<file path="config.mk">
export PLATFORM = sky130hd
export DESIGN_NAME = fetch_stage
export DESIGN_NICKNAME = d
export VERILOG_FILES = /design/src/rtl/riscv_pkg.sv /design/src/rtl/if_id_reg.sv /design/src/rtl/fetch_stage.sv
export SDC_FILE = /design/constraint.sdc
export NUM_CORES = 1
export LEC_CHECK = 0
export BUFFER_PORTS_ARGS = -buffer_cell sky130_fd_sc_hd__buf_2
export CAP_MARGIN = 10
export CORE_ASPECT_RATIO = 1.2
export CORE_MARGIN = 2
export CORE_UTILIZATION = 50
export DETAILED_ROUTE_END_ITERATION = 10
export PLACE_DENSITY = 0.85
export SYNTH_ARGS = -nofsm -noshare
export SYNTH_HDL_FRONTEND = slang
export SYNTH_SLANG_ARGS = --single-unit
</file>
<file path="constraint.sdc">
create_clock -name clk -period 3.5 [get_ports clk]
set_clock_uncertainty 0.1 [all_clocks]
set_input_delay 0.175 -clock clk [delete_from_list [all_inputs] [get_ports clk]]
set_output_delay 0.175 -clock clk [all_outputs]
set_load 0.005 [all_outputs]
</file>
<file path="src/rtl/riscv_pkg.sv">
// Shared types and constants for the RV32I pipeline.
package riscv_pkg;

  localparam int XLEN = 32;

  // addi x0,x0,0 -- the canonical bubble word
  localparam logic [XLEN-1:0] NOP_INSTR = 32'h0000_0013;

  typedef enum logic {
    HOLD = 1'b0,
    RUN  = 1'b1
  } fetch_state_t;

  typedef struct packed {
    logic [XLEN-1:0] instr;
    logic [XLEN-1:0] pc;
    logic [XLEN-1:0] pcPlus4;
    logic            valid;
  } if_id_t;

endpackage

</file>
<file path="src/rtl/if_id_reg.sv">
// IF/ID pipeline register.
// A flush replaces the instruction with a bubble but keeps the PC fields.
// A flush takes priority over a stall (en low).
module if_id_reg
  import riscv_pkg::*;
#(
  parameter logic [XLEN-1:0] BUBBLE_INSTR = 32'h0000_0013
) (
  input  logic   clk,
  input  logic   rst_n,
  input  logic   en,
  input  logic   flush,
  input  if_id_t dIn,
  output if_id_t q
);

  // Register with asynchronous reset.
  always_ff @(posedge clk or negedge rst_n) begin
    if (!rst_n) begin
      q.instr   <= BUBBLE_INSTR;
      q.pc      <= '0;
      q.pcPlus4 <= '0;
      q.valid   <= 1'b0;
    end else if (flush) begin
      q.instr <= BUBBLE_INSTR;
      q.valid <= 1'b0;
    end else if (en) begin
      q <= dIn;
    end
  end

endmodule

</file>
<file path="src/rtl/fetch_stage.sv">
// Instruction-fetch stage.
// This module holds the PC and the startup FSM.
// It drives the instruction-memory address and registers the fetched word into IF/ID.
module fetch_stage #(
  parameter logic [riscv_pkg::XLEN-1:0] RESET_PC  = 32'h0000_0000,
  parameter logic [riscv_pkg::XLEN-1:0] NOP_INSTR = riscv_pkg::NOP_INSTR
) (
  input  logic        clk,
  input  logic        rst_n,
  input  logic        stallF,
  input  logic        stallD,
  input  logic        flushD,
  input  logic        pcSrcE,
  input  logic [31:0] pcTargetE,
  output logic [31:0] imemAddr,
  input  logic [31:0] imemRdata,
  output logic [31:0] instrD,
  output logic [31:0] pcD,
  output logic [31:0] pcPlus4D,
  output logic        validD,
  output logic        misalignErr
);

  riscv_pkg::fetch_state_t state, nextState;
  logic [31:0]       pcF, pcNext, pcF4;
  riscv_pkg::if_id_t ifIdIn, ifIdQ;
  logic              inHold;

  assign pcF4     = pcF + 32'd4;
  assign inHold   = (state == riscv_pkg::HOLD);
  assign imemAddr = pcF;

  // Startup FSM state register: one idle cycle after reset, then run forever.
  always_ff @(posedge clk or negedge rst_n) begin
    if (!rst_n) state <= riscv_pkg::HOLD;
    else        state <= nextState;
  end

  // Next-state logic: HOLD always advances, RUN is terminal.
  always_comb begin
    nextState = state;
    case (state)
      riscv_pkg::HOLD: nextState = riscv_pkg::RUN;
      riscv_pkg::RUN:  nextState = riscv_pkg::RUN;
      default:         nextState = riscv_pkg::HOLD;
    endcase
  end

  // Next PC: a redirect beats a stall, and the target is forced word-aligned.
  always_comb begin
    pcNext = pcF;
    if (inHold)       pcNext = pcF;
    else if (pcSrcE)  pcNext = {pcTargetE[31:2], 2'b00};
    else if (!stallF) pcNext = pcF4;
  end

  // PC register.
  always_ff @(posedge clk or negedge rst_n) begin
    if (!rst_n) pcF <= RESET_PC;
    else        pcF <= pcNext;
  end

  // Sticky misaligned-redirect flag. It is cleared only by reset.
  always_ff @(posedge clk or negedge rst_n) begin
    if (!rst_n)                             misalignErr <= 1'b0;
    else if (pcSrcE && (pcTargetE[1:0] != 2'b00)) misalignErr <= 1'b1;
  end

  // Word presented to IF/ID when it is allowed to capture.
  always_comb begin
    ifIdIn.instr   = imemRdata;
    ifIdIn.pc      = pcF;
    ifIdIn.pcPlus4 = pcF4;
    ifIdIn.valid   = 1'b1;
  end

  if_id_reg #(
    .BUBBLE_INSTR(NOP_INSTR)
  ) u_if_id_reg (
    .clk  (clk),
    .rst_n(rst_n),
    .en   (!stallD),
    .flush(flushD || inHold),
    .dIn  (ifIdIn),
    .q    (ifIdQ)
  );

  assign instrD   = ifIdQ.instr;
  assign pcD      = ifIdQ.pc;
  assign pcPlus4D = ifIdQ.pcPlus4;
  assign validD   = ifIdQ.valid;

endmodule

</file>
# == Yosys cells after proc, flatten, opt, wreduce, memory -nomap -nowiden ==
# Cells that the tools add are included.
# W data, S select, Z words.
# word_totals
reg_bits,131
out_inout_bits,130
word_cells,23
# classes
n_addsub,1
eq_ne,2
n_mux,5
n_bitwise,3
reduce_logical,5
# op_table
operator,count
$mux W97,1
$mux W32,3
$add A32 B3 Y32 const B,1
$ne A2 B1 Y1 const B,2
$reduce_and A2 Y1,2
$not A1 Y1,3
$reduce_bool A2 Y1,1
$logic_and A1 B1 Y1,1
$logic_or A1 B1 Y1,1
$mux W1,1

# == Logic depth before layout (Yosys ltp) ==
# depth
depth_word,4
depth_mapped,7
mapped_depth_nobuf,5

# == Cells and area by module ==
# Synthesis repeated with hierarchy kept, for this count alone.
# hier_totals
hier_cells,572
hier_area_um2,6797.8
# modules_own_cells
module,n_inst,cells_per_inst,area_each_um2,seq_area_each_um2
if_id_reg,1,243,4028.9,2431.1
fetch_stage,1,329,2768.9,800.8

# == Worst setup path after synthesis ==
# Ideal clock, no wire load.
# synth_timing
kind,flip-flop to flip-flop
from,"reg pcF[2], in the netlist imemAddr[2]"
to,reg u_if_id_reg.q[23] (netlist name)
t_arrival_ps,2013
t_required_ps,3318
setup_slack_ps,1305
path_stages_with_launch,7
n_path_buf,1
period_less_slack_ps,2195
cell_sequence,dfrtp_1 ha_1 nand3_1 or4_1 clkbuf_1 or3_1 a31oi_1
# synth_between
elab_chain_len,1
# synth_lines
item,line,text
start: declaration,fetch_stage.sv:25,"logic [31:0] pcF, pcNext, pcF4;"
start signal: assignment,fetch_stage.sv:60,else pcF <= pcNext;
$add A32 B3 Y32,fetch_stage.sv:29,assign pcF4 = pcF + 32'd4;
end signal: assignment,if_id_reg.sv:28,q <= dIn;
end: declaration,if_id_reg.sv:14,output if_id_t q
# No other way between the ends.
# A chain may end at the register's enable or synchronous reset.

# == Worst setup path in the final report ==
# Same ends and word-level chain as after synthesis.

==> parameters.txt <==
Parameter                              Value

Status
  Run status ... completed

Logic synthesis
  Number of synthesized flops with an enable pin ... 0
  Flip-flop and latch count after synthesis ... around 130
  Yosys warnings ... 0
  Mean instance size in the synthesized netlist ... roughly 9.5 um^2
  Cell taking the most area after synthesis ... sky130_fd_sc_hd__dfrtp_1
  Top cell type's share of synthesized area ... 51.29%
  Most used DFF post-synth ... sky130_fd_sc_hd__dfrtp_1
  Share of flip-flops with an asynchronous set or reset after synthesis ... 100.0%
  Unique masters post-synth ... 53
  Sequential element share of the synthesized area ... between 50% and 60%
  Area contributors post-synth ... sky130_fd_sc_hd__dfrtp_1 (51%), sky130_fd_sc_hd__nand2_1 (7.1%), sky130_fd_sc_hd__a22o_1 (4.3%)
  Gate count of the mapped netlist ... 629
  Combined area of all synthesized cells ... 5952 um^2

Drt
  Count of nets left with antenna violations after detail routing ... 0
  Count of routing violations after the opening detailed-route iteration ... 480
  Highest metal layer with signal wires ... met4
  Post-detailed-route DRC marker count ... 0
  DR WL met2 ... 9253 um
  Sum of routed wire segments on met1 ... 6770 um
  Vias per cell ... 5.888
  Vias after detailed routing ... 5906
  Met3 wire length ... 1182 um
  Number of detailed-routing iterations run before antenna repair ... 5
  Post-detailed-routing wire length ... 17980 um
  DR WL/cell ... approximately 18 um

Final layout
  Fraction of layout cells with a size suffix above 1 ... 28.49%
  Growth of design area from synthesis to finish ... 34.24%
  Number of antenna diodes ... 0
  Number of nets in the layout ... between 900 and 1k

Placement
  Detailed Place HPWL ... 11600 um
  Final estimated routing congestion in global placement ... a little under 0.9
  Count of input and output buffers ... 193
  DP Worst Slack ... 1.006 ns

Floorplanning
  Effective utilization at floorplan ... 51.45%
  Area of the die ... 12800 um^2
  Std cell rows ... 43
  Die Span Y ... 123.5 um
  Total I/O pin count ... 200
  Floorplan core area ... 11570 um^2
  Floorplan die width ... 103.6 um

CTS
  Sink Count ... about 130
  Number of CTS-inserted buffers ... 17
  Clock tree buffer depth ... 2
  Clock tree from TritonCTS ... built
  # H-tree levels ... 4
  Clock transition time at the flip-flop clock pins of the worst setup and hold paths ... 0.06 ns
  Post-CTS setup buffer count ... 0
  Root buffer cell ... sky130_fd_sc_hd__clkbuf_16
  Clock latency on the worst-skew pair ... 0.41 ns

Global routing
  Antenna violations before repair ... 0
  Total global routing overflow ... 0
  Wire length of the first global-routing pass ... 28200 um
  Maximum number of pins on one net before global-route repair ... 81
  Global Route Usage Sum ... 27.95%
  Number of global-route vias before repair ... between 5k and 6k

STA
  Setup repair after global routing missed its margin ... false
  Number of setup violations in the final report ... 0
  Post-Route Setup TNS ... 0 ns
  Fin worst setup slack ... 0.8979 ns
  Fmax ... 0.3843 GHz
  Slew headroom ... between 30% and 40%
  Final-report hold violation count ... 0
  Number of max-slew violations in the final report ... 0
  Worst-Margin Slew ... between 1 and 1.5 ns
  Min Clock Period, post-route ... 2.602 ns
  Period utilization ... 74.35%

Setup path
  CP endpoint kind ... register
  Crit Path Max Fanout ... 8
  Required time of the critical path ... approximately 3.7 ns
  Startpoint kind of the worst setup timing path ... register
  Worst Path Arrival ... 2.82 ns
  Kind of critical path ... register to register

Power and ir drop
  Total power ... roughly 0.0045 W
  Power Dens Cells ... 567.2 nW/um^2
  Peak supply drop ... 0.2749 mV
  Pleak ... 3.807 nW

Flow run
  Number of violations of the max-capacitance limit ... 0

Hold path
  Worst hold path class ... input port to register
[timing repair]
item                                   CTS  global route
resized for setup                        0             0
endpoints found under the hold margin  112             0
hold buffers                            43             0
[power by group]
part | switching (W) | internal, W
logic | 0.000430 | 0.000384
clock network | 0.000633 | 0.00118
registers | 0.000233 | 0.00167
[Yosys cell counts, types with 5 or more instances]
library cell,n
sky130_fd_sc_hd__or3_1,14
sky130_fd_sc_hd__and3_1,14
sky130_fd_sc_hd__o21ai_0,46
sky130_fd_sc_hd__a21oi_1,23
sky130_fd_sc_hd__clkbuf_1,48
sky130_fd_sc_hd__o211ai_1,12
sky130_fd_sc_hd__o31ai_1,7
sky130_fd_sc_hd__o311ai_0,7
sky130_fd_sc_hd__buf_4,9
sky130_fd_sc_hd__nor3_1,6
sky130_fd_sc_hd__o2bb2ai_1,8
sky130_fd_sc_hd__xnor2_1,10
sky130_fd_sc_hd__nor4_1,8
sky130_fd_sc_hd__or4_1,11
sky130_fd_sc_hd__nand2_1,113
sky130_fd_sc_hd__nand3_1,17
sky130_fd_sc_hd__a22oi_1,6
sky130_fd_sc_hd__nand4_1,10
sky130_fd_sc_hd__a22o_1,29
sky130_fd_sc_hd__nor2_1,31
sky130_fd_sc_hd__and4_1,5
sky130_fd_sc_hd__inv_1,9
sky130_fd_sc_hd__dfrtp_1,122
sky130_fd_sc_hd__a31oi_1,13
[layer usage]
layer | GRT usage, % | vias up
li1 | - | 2667
met1 | 33.25 | 2851
met2 | 47.93 | 323
met3 | 5.957 | 65
met4 | 15.46 | 0
met5 | 0 | -
[final cells by class]
cell class              instances  area, um^2
multi-input cells             435        2530
repair buffers                245        1491
inverters                       9       33.78
clock inverters                12       170.2
flip-flops and latches        125        3132
clock buffers                  20       436.7
fillers                       898        3577
well taps                     157       196.4
[final timing paths]
kind                                    from           endpoint  slack [ns]  depth (start not counted)
worst max register to register   imemAddr[2]  u_if_id_reg.q[23]        0.90                          5
worst max-delay path             imemAddr[2]  u_if_id_reg.q[23]        0.90                          5
worst min-delay path            pcTargetE[8]        imemAddr[8]       0.002                          3
min in group asynchronous              rst_n  u_if_id_reg.q[73]        0.35                          2
worst min register to register   misalignErr        misalignErr        0.37                          1
max in group asynchronous              rst_n  u_if_id_reg.q[28]        2.13                          3
[cell usage in the layout, fill, tap and decap left out, types with 3 or more instances in the layout]
master / Yosys / routed
sky130_fd_sc_hd__a211o_1: 3 / 3
sky130_fd_sc_hd__a21oi_1: 23 / 23
sky130_fd_sc_hd__a22o_1: 29 / 29
sky130_fd_sc_hd__a22oi_1: 6 / 6
sky130_fd_sc_hd__a31oi_1: 13 / 13
sky130_fd_sc_hd__and3_1: 14 / 14
sky130_fd_sc_hd__and4_1: 5 / 5
sky130_fd_sc_hd__buf_2: 3 / 192
sky130_fd_sc_hd__buf_4: 9 / 8
sky130_fd_sc_hd__bufinv_16: 0 / 4
sky130_fd_sc_hd__clkbuf_1: 48 / 3
sky130_fd_sc_hd__clkbuf_16: 0 / 17
sky130_fd_sc_hd__clkinv_2: 0 / 4
sky130_fd_sc_hd__clkinvlp_4: 0 / 4
sky130_fd_sc_hd__conb_1: 2 / 7
sky130_fd_sc_hd__dfrtp_1: 122 / 122
sky130_fd_sc_hd__dfstp_2: 3 / 3
sky130_fd_sc_hd__dlygate4sd3_1: 0 / 43
sky130_fd_sc_hd__inv_1: 9 / 9
sky130_fd_sc_hd__nand2_1: 113 / 113
sky130_fd_sc_hd__nand3_1: 17 / 17
sky130_fd_sc_hd__nand3b_1: 3 / 3
sky130_fd_sc_hd__nand4_1: 10 / 10
sky130_fd_sc_hd__nor2_1: 31 / 31
sky130_fd_sc_hd__nor3_1: 6 / 6
sky130_fd_sc_hd__nor4_1: 8 / 7
sky130_fd_sc_hd__o211ai_1: 12 / 12
sky130_fd_sc_hd__o21ai_0: 46 / 45
sky130_fd_sc_hd__o22a_1: 3 / 3
sky130_fd_sc_hd__o2bb2ai_1: 8 / 8
sky130_fd_sc_hd__o311ai_0: 7 / 7
sky130_fd_sc_hd__o31ai_1: 7 / 7
sky130_fd_sc_hd__or3_1: 14 / 14
sky130_fd_sc_hd__or4_1: 11 / 11
sky130_fd_sc_hd__xnor2_1: 10 / 10
sky130_fd_sc_hd__xor2_1: 3 / 3
[state kept, by name (all words and copies together), names as in the netlist]
name,cells
u_if_id_reg.q,93
state,1
imemAddr,30
misalignErr,1
[logic make-up after synthesis]
logic type	synth area share (%)
xor+xnor	1.913
other cells	0.1262
buf+inv	5.444
flops	52.62
mux	0.3364
fa+ha+maj	0.2102
simple gates	20.29
compound gates	19.07
[critical path: stages, from the launching register on]
cell	delay, ns
sky130_fd_sc_hd__dfrtp_1	0.50
sky130_fd_sc_hd__ha_1	0.30
sky130_fd_sc_hd__nand3_1	0.29
sky130_fd_sc_hd__or4_1	0.72
sky130_fd_sc_hd__or3_1	0.36
sky130_fd_sc_hd__a31oi_1	0.23
[metrics by stage]
stage / cells / hold slack [ns] / util [%] / instance area (um^2)
after floorplan: 634 / -0.2206 / - / 5971
after global placement: 928 / 0.2641 / 60.11 / 6953
after detailed placement: 928 / 0.2852 / 60.11 / 6953
after CTS: 1003 / 0.001105 / 69.08 / 7990
after global routing: 1003 / 0.008399 / 69.08 / 7990
final: 1003 / 0.002084 / 69.08 / 7990
Power figures use the tool's default switching activity.
